### config.mk
export PLATFORM = sky130hd
export DESIGN_NAME = sfcw_sweep_ctrl
export DESIGN_NICKNAME = d
export VERILOG_FILES = /design/src/rtl/sfcw_pkg.sv /design/src/rtl/sfcw_sweep_ctrl_cycle_cnt.sv /design/src/rtl/sfcw_sweep_ctrl.sv
export SDC_FILE = /design/constraint.sdc
export NUM_CORES = 1
export LEC_CHECK = 0
export ABC_CLOCK_PERIOD_IN_PS = 4260
export BUFFER_PORTS_ARGS = -buffer_cell sky130_fd_sc_hd__buf_2
export CORE_ASPECT_RATIO = 0.9
export CORE_UTILIZATION = 55
export CTS_CLUSTER_SIZE = 14
export DETAILED_ROUTE_END_ITERATION = 10
export GPL_ROUTABILITY_DRIVEN = 0
export GPL_TIMING_DRIVEN = 0
export PLACE_DENSITY = 0.75
export RECOVER_POWER = 25
export SYNTH_ARGS = -nofsm -noshare
export SYNTH_HDL_FRONTEND = slang
export SYNTH_HIERARCHICAL = 1
export SYNTH_SLANG_ARGS = --single-unit
### constraint.sdc
create_clock -name clk -period 4.26 [get_ports clk]
set_input_delay 0.213 -clock clk [delete_from_list [all_inputs] [get_ports clk]]
set_output_delay 0.213 -clock clk [all_outputs]
set_load 0.01 [all_outputs]
### src/rtl/sfcw_pkg.sv
// ---------------------------------------------------------------------------
// sfcw_pkg : shared types and default constants for the SFCW sweep sequencer
// Revision : 1.0
// ---------------------------------------------------------------------------
`default_nettype none

package sfcw_pkg;

  typedef enum logic [2:0] {
    IDLE   = 3'd0,
    PROG   = 3'd1,
    SETTLE = 3'd2,
    DWELL  = 3'd3,
    NEXT   = 3'd4
  } state_t;

  localparam int LO2_PERIOD = 20;

  localparam int DEF_N_STEPS     = 128;
  localparam int DEF_STEP_W      = 8;
  localparam int DEF_SETTLE_CYC  = 200;
  localparam int DEF_DWELL_CYC   = 1000;
  localparam int DEF_CNT_W       = 16;
  localparam int DEF_ACK_TIMEOUT = 4096;

  function automatic int max3(input int a, input int b, input int c);
    int m;
    m = (a > b) ? a : b;
    return (m > c) ? m : c;
  endfunction

endpackage

`default_nettype wire

### src/rtl/sfcw_sweep_ctrl_cycle_cnt.sv
// ---------------------------------------------------------------------------
// sfcw_cycle_cnt : loadable down-counter with zero flags (current and next)
// Revision       : 1.0
// ---------------------------------------------------------------------------
`default_nettype none

module sfcw_cycle_cnt
  import sfcw_pkg::*;
#(
  parameter int CNT_W = DEF_CNT_W
) (
  input  logic             clk,
  input  logic             rst,
  input  logic             load,
  input  logic             dec,
  input  logic [CNT_W-1:0] load_val,
  output logic [CNT_W-1:0] count,
  output logic             zero,
  output logic             zero_next
);

  logic [CNT_W-1:0] count_d;

  // Saturates at zero so an idle counter keeps reporting zero.
  always_comb begin
    count_d = count;
    if (load) begin
      count_d = load_val;
    end else if (dec && (count != '0)) begin
      count_d = count - CNT_W'(1);
    end
  end

  assign zero      = (count == '0);
  assign zero_next = (count_d == '0);

  always_ff @(posedge clk) begin
    if (!rst) begin
      count <= '0;
    end else begin
      count <= count_d;
    end
  end

endmodule

`default_nettype wire

### src/rtl/sfcw_sweep_ctrl.sv
// ---------------------------------------------------------------------------
// sfcw_sweep_ctrl : stepped-frequency CW sweep sequencer (PLL req/settle/dwell)
// Optional ack timeout enabled by defining SFCW_ACK_TIMEOUT_EN. Revision 1.0
// ---------------------------------------------------------------------------
`default_nettype none

module sfcw_sweep_ctrl
  import sfcw_pkg::*;
#(
  parameter int N_STEPS     = DEF_N_STEPS,
  parameter int STEP_W      = DEF_STEP_W,
  parameter int SETTLE_CYC  = DEF_SETTLE_CYC,
  parameter int DWELL_CYC   = DEF_DWELL_CYC,
  parameter int CNT_W       = DEF_CNT_W,
  parameter int ACK_TIMEOUT = DEF_ACK_TIMEOUT
) (
  input  logic              clk,
  input  logic              rst,
  input  logic              start,
  input  logic              stop,
  input  logic              continuous,
  output logic              step_req,
  output logic [STEP_W-1:0] step_idx,
  input  logic              step_ack,
  output logic              lo2_rst_n,
  output logic              acq_valid,
  output logic              acq_last,
  output logic              step_done,
  output logic              sweep_done,
  output logic              busy,
  output logic              err
);

  localparam int CNT_NEED = max3(SETTLE_CYC, DWELL_CYC, ACK_TIMEOUT) - 1;

  generate
    if (longint'(CNT_NEED) >= (64'd1 << CNT_W)) begin : g_cnt_too_narrow
      $error("sfcw_sweep_ctrl: CNT_W too small for settle/dwell/timeout counts");
    end
    if ((DWELL_CYC % LO2_PERIOD) != 0) begin : g_dwell_not_lo2_multiple
      $error("sfcw_sweep_ctrl: DWELL_CYC must be a multiple of the LO2 period");
    end
    if (longint'(N_STEPS - 1) >= (64'd1 << STEP_W)) begin : g_step_w_too_narrow
      $error("sfcw_sweep_ctrl: STEP_W too small for N_STEPS");
    end
  endgenerate

  state_t            state;
  state_t            nxt;
  logic [STEP_W-1:0] idx_nxt;
  logic              last_step;
  logic              cnt_load;
  logic              cnt_dec;
  logic [CNT_W-1:0]  cnt_val;
  logic [CNT_W-1:0]  cnt_count;
  logic              cnt_zero;
  logic              cnt_zero_next;
  logic              timeout;

  sfcw_cycle_cnt #(
    .CNT_W (CNT_W)
  ) u_cnt (
    .clk       (clk),
    .rst       (rst),
    .load      (cnt_load),
    .dec       (cnt_dec),
    .load_val  (cnt_val),
    .count     (cnt_count),
    .zero      (cnt_zero),
    .zero_next (cnt_zero_next)
  );

  assign last_step = (step_idx == STEP_W'(N_STEPS - 1));

  always_comb begin
    nxt      = state;
    idx_nxt  = step_idx;
    cnt_load = 1'b0;
    cnt_dec  = 1'b0;
    cnt_val  = '0;
    timeout  = 1'b0;
    case (state)
      IDLE: begin
        if (start) begin
          nxt     = PROG;
          idx_nxt = '0;
        end
      end
      PROG: begin
        if (step_ack) begin
          nxt      = SETTLE;
          cnt_load = 1'b1;
          cnt_val  = CNT_W'(SETTLE_CYC - 1);
        end
`ifdef SFCW_ACK_TIMEOUT_EN
        else if (cnt_zero) begin
          nxt     = IDLE;
          timeout = 1'b1;
        end else begin
          cnt_dec = 1'b1;
        end
`endif
      end
      SETTLE: begin
        if (cnt_zero) begin
          nxt      = DWELL;
          cnt_load = 1'b1;
          cnt_val  = CNT_W'(DWELL_CYC - 1);
        end else begin
          cnt_dec = 1'b1;
        end
      end
      DWELL: begin
        if (cnt_zero) begin
          nxt = NEXT;
        end else begin
          cnt_dec = 1'b1;
        end
      end
      NEXT: begin
        if (last_step) begin
          idx_nxt = '0;
          nxt     = continuous ? PROG : IDLE;
        end else begin
          idx_nxt = step_idx + STEP_W'(1);
          nxt     = PROG;
        end
      end
      default: begin
        nxt = IDLE;
      end
    endcase

    // Abort beats everything except reset; the step index is left as-is.
    if (stop) begin
      nxt      = IDLE;
      idx_nxt  = step_idx;
      cnt_load = 1'b0;
      cnt_dec  = 1'b0;
      timeout  = 1'b0;
    end

`ifdef SFCW_ACK_TIMEOUT_EN
    if ((nxt == PROG) && (state != PROG)) begin
      cnt_load = 1'b1;
      cnt_val  = CNT_W'(ACK_TIMEOUT - 1);
    end
`endif
  end

  always_ff @(posedge clk) begin
    if (!rst) begin
      state <= IDLE;
    end else begin
      state <= nxt;
    end
  end

  // Outputs are decoded from the next state so they line up with the state register.
  always_ff @(posedge clk) begin
    if (!rst) begin
      step_idx   <= '0;
      step_req   <= 1'b0;
      lo2_rst_n  <= 1'b0;
      acq_valid  <= 1'b0;
      acq_last   <= 1'b0;
      step_done  <= 1'b0;
      sweep_done <= 1'b0;
      busy       <= 1'b0;
    end else begin
      step_idx   <= idx_nxt;
      step_req   <= (nxt == PROG);
      lo2_rst_n  <= (nxt == DWELL);
      acq_valid  <= (nxt == DWELL);
      acq_last   <= (nxt == DWELL) && cnt_zero_next;
      step_done  <= (nxt == NEXT);
      sweep_done <= (nxt == NEXT) && last_step;
      busy       <= (nxt != IDLE);
    end
  end

`ifdef SFCW_ACK_TIMEOUT_EN
  always_ff @(posedge clk) begin
    if (!rst) begin
      err <= 1'b0;
    end else if (timeout) begin
      err <= 1'b1;
    end
  end
`else
  assign err = 1'b0;
`endif

endmodule

`default_nettype wire

==> run summary <==
STA classifies the critical path endpoint as a register. The total routing resource utilization after global routing came out at 24.9%. TritonCTS built the clock tree. The area of all placed cells without fillers is 0.00228 mm².

The async set-or-reset flop fraction in the synthesized netlist came out at 0%. The post-layout net count is 282. The TritonCTS buffer count is 5. On the final layout, the worst clock skew is 0.00809 ns.

The die span in y is 59.5 µm. The clock sink count came out at 33. For this run, the detailed router's first-pass iteration total came to 4. In the routed design, unresolved DRC markers number 0.

The pin count of the biggest net entering global routing came out at 11. The depth of the worst hold-timing path is 3. Across the VDD grid, the largest voltage drop is 200 µV. The tightest min-delay check is of the input pin to register type. The area added between synthesis and finish came out at 12.9%.

The via count of the first global-routing pass is 1560. The internal power of the cells came out at 0.454 mW. The post-route netlist has 17.5% of its cells at a drive strength greater than 1. The number of vias per cell after detailed routing came out at 5.62. Counting along the longest clock path gives a buffer depth of 2. The filler cell count is 311. The detailed router's first-iteration violation count came out at 92.

The post-route antenna net violation count came out at 0. The synthesized design contains 0 enable-type register cells. Across the run, the number of max-cap violations was 0. The number of warnings reported in the yosys synthesis log came out at 6. The number of endpoints with negative hold slack in the final report is 0. The switching power came out at 0.163 mW. The area of the die is 0.00393 mm². The vias after detailed routing is 1786. The transition time at the pin with the least slew margin came out at 0.538 ns. The number of pins exceeding their max-slew limit in the final report came out at 0. The global-route wire length before repair came out at 7.33 mm. The worst reg2reg path depth is 14. The leakage power total is 0.927 nW. The synthesized cell area is 0.00202 mm². The type of element launching the critical path is a register. The number of antenna violations at the first check in global routing was 0. The total half-perimeter wirelength after legalization and detailed placement is 3.30 mm. The number of hold buffers added after CTS came out at 0. The clock edge transition at the registers on the reported setup and hold paths is 0.07 ns. The number of antenna diodes in the final layout is 0. Headroom to the max-slew limit came out at 63.9%. The register area share after synthesis came out at 32.7%. The total power divided by cell area came out at 270 mW/mm². The count of buffers from port buffering came out at 20. Setup repair after global routing left no endpoint under its margin. The I/O pin total is 22. In this run the clock root is driven by a sky130_fd_sc_hd__clkbuf_8. The total area inside the core boundary comes to 0.00345 mm². The clock network fraction of design power came out at 36.9%. The final sum of negative setup slack is 0 ns.

The number of buffers inserted by post-CTS setup repair is 0. Post-CTS repair changed the size of 0 cells. The total overflow left after global routing is 0. The number of failing setup endpoints in the final timing report is 0. The count of unique library cells instantiated by Yosys is 61. The maximum operating frequency is 253 MHz. The data arrival time at the worst-slack endpoint is 4.17 ns. The cell area after placement is 0.00221 mm². Setup slack on the worst reg-to-reg path comes out at 0.31 ns. After detailed routing, the total wire length is 4.44 mm. The flow ran to the end, and the final reports show no timing, DRC or antenna violations. The worst hold path terminates at step_req$_SDFF_PN0_. The startpoint identified for the worst hold timing path is step_ack.

The top flip-flop cell by instance count after synthesis is sky130_fd_sc_hd__dfxtp_1. The capturing point of the worst reg2reg path is acq_last$_SDFF_PN0_. The reg-to-reg critical path startpoint is u_cnt/count[0]$_SDFF_PN0_. The non-filler instance count after layout is 318.

The post-route worst setup slack is 0.312 ns. The per-instance average area after synthesis came out at 8.50 µm². The worst setup path is of the register to register kind. The clock latency on the worst-skew pair came out at 0.28 ns.

The share of total power consumed by net switching is 26.4%. The power share of the combinational group is 12.0%. The minimum period implied by the final worst setup slack came out at 3.95 ns. The starting density of the core is 58.6%. The biggest fanout along the worst timing path is 6.

Registers are responsible for 51.1% of the overall power. The number of H-tree levels is 2. In this run, synthesis produced a sequential element count of 33. The number of cells produced by synthesis is 238. Dividing the detail-routed wire length by the instance count gives 13.9 µm. The number of placed instances with taps included came out at 310.

The required time of the worst setup path is 4.48 ns. The share of the cycle needed by the critical path after routing came out at 92.7%. In this run the horizontal extent of the chip is 65.9 µm. Prior to clock tree synthesis, the placed netlist has a worst setup slack of 0.0616 ns.

The number of placement rows is 20.
[worst max path at each step]
stage / from / endpoint / slack (ns) / cells past startpoint
finish: u_cnt/count[0]$_SDFF_PN0_ / acq_last$_SDFF_PN0_ / 0.31 / 14
global placement: u_cnt/count[0]$_SDFF_PN0_ / acq_last$_SDFF_PN0_ / 0.02 / 14
floorplan: u_cnt/count[0]$_SDFF_PN0_ / acq_last$_SDFF_PN0_ / 0.71 / 14
detailed placement: u_cnt/count[0]$_SDFF_PN0_ / acq_last$_SDFF_PN0_ / 0.06 / 14
global route: u_cnt/count[0]$_SDFF_PN0_ / acq_last$_SDFF_PN0_ / 0.006 / 14
CTS: u_cnt/count[0]$_SDFF_PN0_ / acq_last$_SDFF_PN0_ / 0.03 / 14
[flip-flops by register name (all words and copies together), names as in the netlist]
register / flops
busy: 1
step_done: 1
acq_valid: 1
step_idx: 8
u_cnt/count: 16
sweep_done: 1
acq_last: 1
state: 3
step_req: 1
[final cells by class]
cell class	count	area (µm²)	share of cell area, %
buffer	12	82.6	3.62
clock buffer	6	72.6	3.18
tap	44	55.1	2.41
clock inverter	2	10.0	0.438
timing repair buffer	20	86.3	3.78
multi-input combinational	191	1280	56.0
inverter	10	37.5	1.64
sequential	33	661	28.9
[power groups by stage]
stage	Combinational (mW)	Clock [mW]	Sequential [mW]
after floorplan	0.0523	0	0.323
after global placement	0.0720	0	0.322
after detailed placement	0.0730	0	0.322
after CTS	0.0733	0.234	0.315
after global routing	0.0813	0.247	0.316
final	0.0738	0.228	0.315
[through the flow]
stage	hold WS, ns	total power, mW	util [%]
floorplan	0.335	0.375	-
global placement	0.483	0.394	63.9
detailed placement	0.489	0.395	63.9
CTS	0.274	0.623	66.3
global route	0.292	0.644	66.1
finish	0.275	0.617	66.1
[metal layers]
metal	part of all wire (%)	wire [µm]	up-vias	GRT usage (%)
li1	-	-	909	-
met1	50	2240	829	36.6
met2	42	1880	42	35.1
met3	6.1	271	6	5.96
met4	0.99	44	0	8.81
met5	0	0	-	0
[cell families (layout without fill, tap and decap cells)]
kind of cell               count (synthesis)  after routing  share of synthesized area (%)
and+or+nand+nor                          125            125                           38.5
AOI/OAI and AO/OA                         33             33                           11.3
DFF                                       33             33                           32.7
buffers and inverters                     22             50                           5.94
xor gates and xnor gates                  16             16                           6.93
muxes                                      5              5                           2.66
adders and majority gates                  3              3                           1.86
other                                      1              9                          0.185
[worst max-delay path, cell delays in order, from the launching register on]
cell and delay [ns]:
sky130_fd_sc_hd__dfxtp_1 0.36, sky130_fd_sc_hd__inv_1 0.09, sky130_fd_sc_hd__ha_1 0.24, sky130_fd_sc_hd__nor4bb_1 0.13, sky130_fd_sc_hd__and4_1 0.29, sky130_fd_sc_hd__nor4b_2 0.53
sky130_fd_sc_hd__nor3b_1 0.45, sky130_fd_sc_hd__nor3b_1 0.36, sky130_fd_sc_hd__nand3_1 0.14, sky130_fd_sc_hd__xor2_1 0.14, sky130_fd_sc_hd__o21ai_0 0.11, sky130_fd_sc_hd__or4_1 0.56
sky130_fd_sc_hd__nor4_2 0.32, sky130_fd_sc_hd__nand2_1 0.08, sky130_fd_sc_hd__nor2_1 0.08
[synth_stat cells (2+ instances only)]
master | n | area (µm²)
sky130_fd_sc_hd__mux2i_1 | 2 | 20.0
sky130_fd_sc_hd__nand3_1 | 11 | 55.1
sky130_fd_sc_hd__nand4b_1 | 4 | 35.0
sky130_fd_sc_hd__a21o_1 | 2 | 15.0
sky130_fd_sc_hd__buf_2 | 3 | 15.0
sky130_fd_sc_hd__nor4b_1 | 2 | 17.5
sky130_fd_sc_hd__nand3b_1 | 3 | 22.5
sky130_fd_sc_hd__buf_4 | 4 | 30.0
sky130_fd_sc_hd__a21oi_1 | 6 | 30.0
sky130_fd_sc_hd__clkbuf_1 | 2 | 7.51
sky130_fd_sc_hd__inv_1 | 9 | 33.8
sky130_fd_sc_hd__o21ai_0 | 11 | 55.1
sky130_fd_sc_hd__a31oi_1 | 2 | 12.5
sky130_fd_sc_hd__and2_1 | 17 | 106
sky130_fd_sc_hd__and4_1 | 3 | 26.3
sky130_fd_sc_hd__xor2_1 | 10 | 87.6
sky130_fd_sc_hd__or4_1 | 2 | 15.0
sky130_fd_sc_hd__or3_1 | 2 | 12.5
sky130_fd_sc_hd__mux2_2 | 3 | 33.8
sky130_fd_sc_hd__nor4_2 | 2 | 25.0
sky130_fd_sc_hd__nand2_1 | 25 | 93.8
sky130_fd_sc_hd__dfxtp_1 | 33 | 661
sky130_fd_sc_hd__nand4_2 | 3 | 37.5
sky130_fd_sc_hd__ha_1 | 3 | 37.5
sky130_fd_sc_hd__and3_1 | 2 | 12.5
sky130_fd_sc_hd__nor3b_1 | 5 | 37.5
sky130_fd_sc_hd__nor2_1 | 18 | 67.6
sky130_fd_sc_hd__xnor2_1 | 6 | 52.6
sky130_fd_sc_hd__nand4_1 | 4 | 25.0
sky130_fd_sc_hd__nor3_1 | 8 | 40.0
[layout by cell type (no fill, tap or decap), types with 9 or more instances in the layout]
master,instances
sky130_fd_sc_hd__nand2_1,25
sky130_fd_sc_hd__o21ai_0,11
sky130_fd_sc_hd__dfxtp_1,33
sky130_fd_sc_hd__and2_1,17
sky130_fd_sc_hd__clkbuf_1,14
sky130_fd_sc_hd__xor2_1,10
sky130_fd_sc_hd__nor2_1,18
sky130_fd_sc_hd__inv_1,9
sky130_fd_sc_hd__conb_1,9
sky130_fd_sc_hd__buf_2,12
sky130_fd_sc_hd__nand3_1,11
No activity file was read; power rests on OpenSTA's default activity.
